File: config.mk
export PLATFORM = sky130hd
export DESIGN_NAME = alu_arbiter
export DESIGN_NICKNAME = d
export VERILOG_FILES = /design/src/rtl/alu_arbiter.sv
export SDC_FILE = /design/constraint.sdc
export NUM_CORES = 1
export LEC_CHECK = 0
export BUFFER_PORTS_ARGS = -buffer_cell sky130_fd_sc_hd__buf_2
export CORE_AREA = 2 2 109 111
export CTS_CLUSTER_DIAMETER = 150
export DETAILED_ROUTE_END_ITERATION = 8
export DIE_AREA = 0 0 111 113
export HOLD_SLACK_MARGIN = 0.08
export PLACE_DENSITY = 0.84
export SETUP_SLACK_MARGIN = 0.1
export SYNTH_ARGS = -nofsm -noshare
export SYNTH_HDL_FRONTEND = slang
export SYNTH_SLANG_ARGS = --single-unit
File: constraint.sdc
create_clock -name clk -period 1.9 [get_ports clk]
set_input_delay 0.19 -clock clk [delete_from_list [all_inputs] [get_ports clk]]
set_output_delay 0.19 -clock clk [all_outputs]
set_load 0.02 [all_outputs]
File: src/rtl/alu_arbiter.sv
// Two-requester round-robin front end for a shared combinational ALU.
// Holds one operation in flight: accept, execute for one cycle, then hold the response until it is consumed.
module alu_arbiter #(
   parameter int unsigned DATA_WIDTH = 32,
   parameter int unsigned MAX_OP     = 4
) (
   input  logic                  clk,
   input  logic                  reset,

   input  logic                  Req0_Valid_i,
   output logic                  Req0_Ready_o,
   input  logic [3:0]            Req0_Op_i,
   input  logic [DATA_WIDTH-1:0] Req0_A_i,
   input  logic [DATA_WIDTH-1:0] Req0_B_i,

   input  logic                  Req1_Valid_i,
   output logic                  Req1_Ready_o,
   input  logic [3:0]            Req1_Op_i,
   input  logic [DATA_WIDTH-1:0] Req1_A_i,
   input  logic [DATA_WIDTH-1:0] Req1_B_i,

   output logic [3:0]            ALU_Operation_o,
   output logic [DATA_WIDTH-1:0] ALU_A_o,
   output logic [DATA_WIDTH-1:0] ALU_B_o,
   input  logic [DATA_WIDTH-1:0] ALU_Result_i,
   input  logic                  ALU_Zero_i,

   output logic                  Rsp_Valid_o,
   input  logic                  Rsp_Ready_i,
   output logic                  Rsp_Id_o,
   output logic [DATA_WIDTH-1:0] Rsp_Result_o,
   output logic                  Rsp_Zero_o,
   output logic                  Rsp_Err_o
);

   typedef enum logic [1:0] {
      IDLE = 2'd0,
      EXEC = 2'd1,
      RESP = 2'd2
   } state_t;

   state_t state;
   logic   last_grant;
   logic   grant0;
   logic   grant1;
   logic   op_illegal;

   // A requester wins when the other is idle or was served last; the two grants are mutually exclusive.
   assign grant0 = Req0_Valid_i & (~Req1_Valid_i | last_grant);
   assign grant1 = Req1_Valid_i & (~Req0_Valid_i | ~last_grant);

   assign Req0_Ready_o = (state == IDLE) & grant0;
   assign Req1_Ready_o = (state == IDLE) & grant1;

   assign op_illegal = 32'(ALU_Operation_o) > 32'(MAX_OP);

   always_ff @(posedge clk or negedge reset) begin
      if (!reset) begin
         state           <= IDLE;
         last_grant      <= 1'b1;
         ALU_Operation_o <= '0;
         ALU_A_o         <= '0;
         ALU_B_o         <= '0;
         Rsp_Valid_o     <= 1'b0;
         Rsp_Id_o        <= 1'b0;
         Rsp_Result_o    <= '0;
         Rsp_Zero_o      <= 1'b0;
         Rsp_Err_o       <= 1'b0;
      end else begin
         case (state)
            IDLE: begin
               if (grant0) begin
                  ALU_Operation_o <= Req0_Op_i;
                  ALU_A_o         <= Req0_A_i;
                  ALU_B_o         <= Req0_B_i;
                  Rsp_Id_o        <= 1'b0;
                  last_grant      <= 1'b0;
                  state           <= EXEC;
               end else if (grant1) begin
                  ALU_Operation_o <= Req1_Op_i;
                  ALU_A_o         <= Req1_A_i;
                  ALU_B_o         <= Req1_B_i;
                  Rsp_Id_o        <= 1'b1;
                  last_grant      <= 1'b1;
                  state           <= EXEC;
               end
            end
            EXEC: begin
               Rsp_Result_o <= ALU_Result_i;
               Rsp_Zero_o   <= ALU_Zero_i;
               Rsp_Err_o    <= op_illegal;
               Rsp_Valid_o  <= 1'b1;
               state        <= RESP;
            end
            RESP: begin
               // Returning to IDLE on the consume edge keeps a new grant out of that same cycle.
               if (Rsp_Ready_i) begin
                  Rsp_Valid_o <= 1'b0;
                  state       <= IDLE;
               end
            end
            default: begin
               Rsp_Valid_o <= 1'b0;
               state       <= IDLE;
            end
         endcase
      end
   end

endmodule
==> impl_metrics.yaml <==
grt:
  grtUsageMet3_pct: 6.374
  grt_pass1_wl_um: 27900
  top_usage_layer: "met2"
  grt_max_degree: 108
  grtUsageTotal_pct: 27.88
  antenna_found_initial: 1
  grt.overflow.total: 0
  grt_pass1_vias: 5403
  grt_use_met1_pct: 33.34
  globalRouteMet2Util_pct: 47.89
power:
  p_per_area_nw_per_um2: 1725
  leakagePower_nw: 3.265
  ir_drop_v: 0.001034
drt:
  routedWlPerCell_um: 19.18
  drc: 0
  wl_um: 17680
  drtAntennaViolNets: 0
  via_per_inst: 5.702
  vias: 5257
  drt_iter0_markers: 728
  dr.pass1.iters: 5
cells_and_area:
  final_area_um2: 7131
  layout_common_cells: "277 x buf_2, 106 x dfrtp_1, 69 x nand3_1, 69 x a31oi_1, 67 x o21ai_0"
  finalNonFillerCells: 922
  area_growth_pct: 42.44
  layout.nets: 947
  final_common_cell: "buf_2"
  layout-drive-gt1-share_pct: 44.34
synthesis:
  synth_edf_count: 0
  syn_avg_cell_area_um2: 10.15
  ys_seq_elements: 107
  yosysUniqueCellTypes: 28
  synth_ff_type: "dfrtp_1"
  synth_nets: 667
  syn_area_um2: 5006
  async_reset_ff_share_pct: 100.0
  ys_warn_count: 0
  syn_inst: 493
  yosysSeqAreaShare_pct: 53.51
setup_path:
  cp_max_fo: 5
  endpoint_kind: "output pin"
  path_class: "register to output pin"
  worstPathRequired_ns: 1.71
  setup.worst_path.start_class: "register"
  crit_arrival_ns: 1.52
place:
  placed_area_um2: 6494
  dp.final_hpwl_um: 10960
  routabilityCongestion: 0.8277
  portBuffers: 279
  dp.cells: 873
floorplan:
  die_width_um: 111
  num_rows: 39
  start_util_pct: 44.41
  die_h_um: 113
  dieArea_um2: 12540
  core_area_um2: 11270
  pin_count: 280
clocking:
  cts_sinks: 107
  cts_tree: "yes"
  htreeDepth: 3
  clk_path_buf_depth: 2
  clk_pin_slew_ns: 0.08
  clockRootBuffer: "clkbuf_16"
  clock_latency_ns: 0.34
  cts-buffers-inserted: 9
timing:
  worst_slew_pin_slew_ns: 0.6613
  min_period_ns: 1.712
  relSlewSlack_pct: 55.91
  worst_clock_skew_ns: 0.008796
  min_period_over_period_pct: 90.11
  tns_ns: 0
  hold_viol: 0
  setup_viol: 0
  slew_viol_final: 0
  fmax_mhz: 584.1
  grt_setup_unrepaired: "false"
run_status:
  status: "finished, final reports clean"
min_path:
  hold_class: "primary input to register"
run:
  cap_violations: 0
[final cells by class]
class | count | area [µm²]
Multi-Input combinational cell | 328 | 2049
Fill cell | 904 | 4141
Clock inverter | 6 | 78.83
Clock buffer | 10 | 229.0
Timing Repair Buffer | 324 | 1902
Tap cell | 143 | 178.9
Sequential cell | 107 | 2679
Inverter | 3 | 11.26
Antenna cell | 1 | 2.502
[registers in the layout, indices dropped and copies added, names as in the netlist]
signal / flops
ALU_A_o: 32
Rsp_Id_o: 1
Rsp_Valid_o: 1
last_grant: 1
Rsp_Result_o: 32
Rsp_Zero_o: 1
state: 2
ALU_B_o: 32
Rsp_Err_o: 1
ALU_Operation_o: 4
[cells in the mapped netlist, drive strengths merged, types with 2 or more instances]
cell type    n  area [µm²]
buf         32       207.7
a31oi       69       431.7
or2          2       12.51
a21oi       68       415.4
dfrtp      106        2653
nand3       69       345.3
nor2         5       28.78
mux2        33       371.6
inv          3       11.26
o21ai       72       360.3
clkbuf      24       91.33
nand2        3       11.26
[critical path, stage by stage (launching register included)]
cell	delay, ns
dfstp_2	0.57
and2b_4	0.21
nor3_2	0.22
buf_4	0.18
[per-stage QoR]
| step | util, % | hold slack, ns | total power [W] | worst slack, ns |
|---|---|---|---|---|
| after global routing | 63.24 | 0.08160 | 0.01297 | 0.1385 |
| after CTS | 63.21 | 0.08513 | 0.01223 | 0.1480 |
| after global placement | 57.61 | 0.3016 | 0.009960 | 0.3179 |
| after floorplan | - | -0.1056 | 0.007963 | 0.3019 |
| after detailed placement | 57.61 | 0.3157 | 0.01017 | 0.2080 |
| final | 63.26 | 0.09239 | 0.01230 | 0.1880 |
[routing by layer]
layer / part of all wire [%] / wire (µm)
met5: 0 / 0
met4: 4.1 / 731
met3: 9.4 / 1663
met2: 50 / 8821
met1: 37 / 6467
[worst paths after layout]
path	slack (ns)	start	end	cells past startpoint
max	0.19	last_grant$_DFFE_PN1P_	Req0_Ready_o	3
min	0.09	ALU_Result_i[0]	Rsp_Result_o[0]$_DFFE_PN0P_	2
max reg2reg	0.31	last_grant$_DFFE_PN1P_	ALU_B_o[25]$_DFFE_PN0P_	5
min reg2reg	0.49	Rsp_Result_o[15]$_DFFE_PN0P_	Rsp_Result_o[15]$_DFFE_PN0P_	1
max in group asynchronous	1.00	reset	ALU_B_o[19]$_DFFE_PN0P_	3
min in group asynchronous	0.45	reset	ALU_B_o[29]$_DFFE_PN0P_	3
[cells by family (layout without fill, tap and decap cells)]
group,count (synthesis),in the layout,synth area share (%)
AOI/OAI and AO/OA,211,211,24.42
muxes,33,33,7.423
and+or+nand+nor,83,84,8.448
DFF,107,107,53.51
other,0,1,0
buffers and inverters,59,343,6.198
[where the power goes]
part	switching (W)	leakage (nW)	total, W	internal [W]
Clock	0.000904	0.152	0.00196	0.00106
Sequential	0.000711	1.21	0.00417	0.00346
Combinational	0.00393	1.90	0.00617	0.00224
Total	0.00554	3.27	0.0123	0.00676
[what timing repair did]
| item | CTS | global route |
|---|---|---|
| hold buffers | 30 | 0 |
| setup endpoints to repair | 1 | 1 |
| endpoints found under the hold margin | 135 | 0 |
| setup buffers | 1 | 0 |
| cloned | 1 | 0 |
| gates resized for setup | 3 | 1 |
Power figures use the tool's default switching activity.
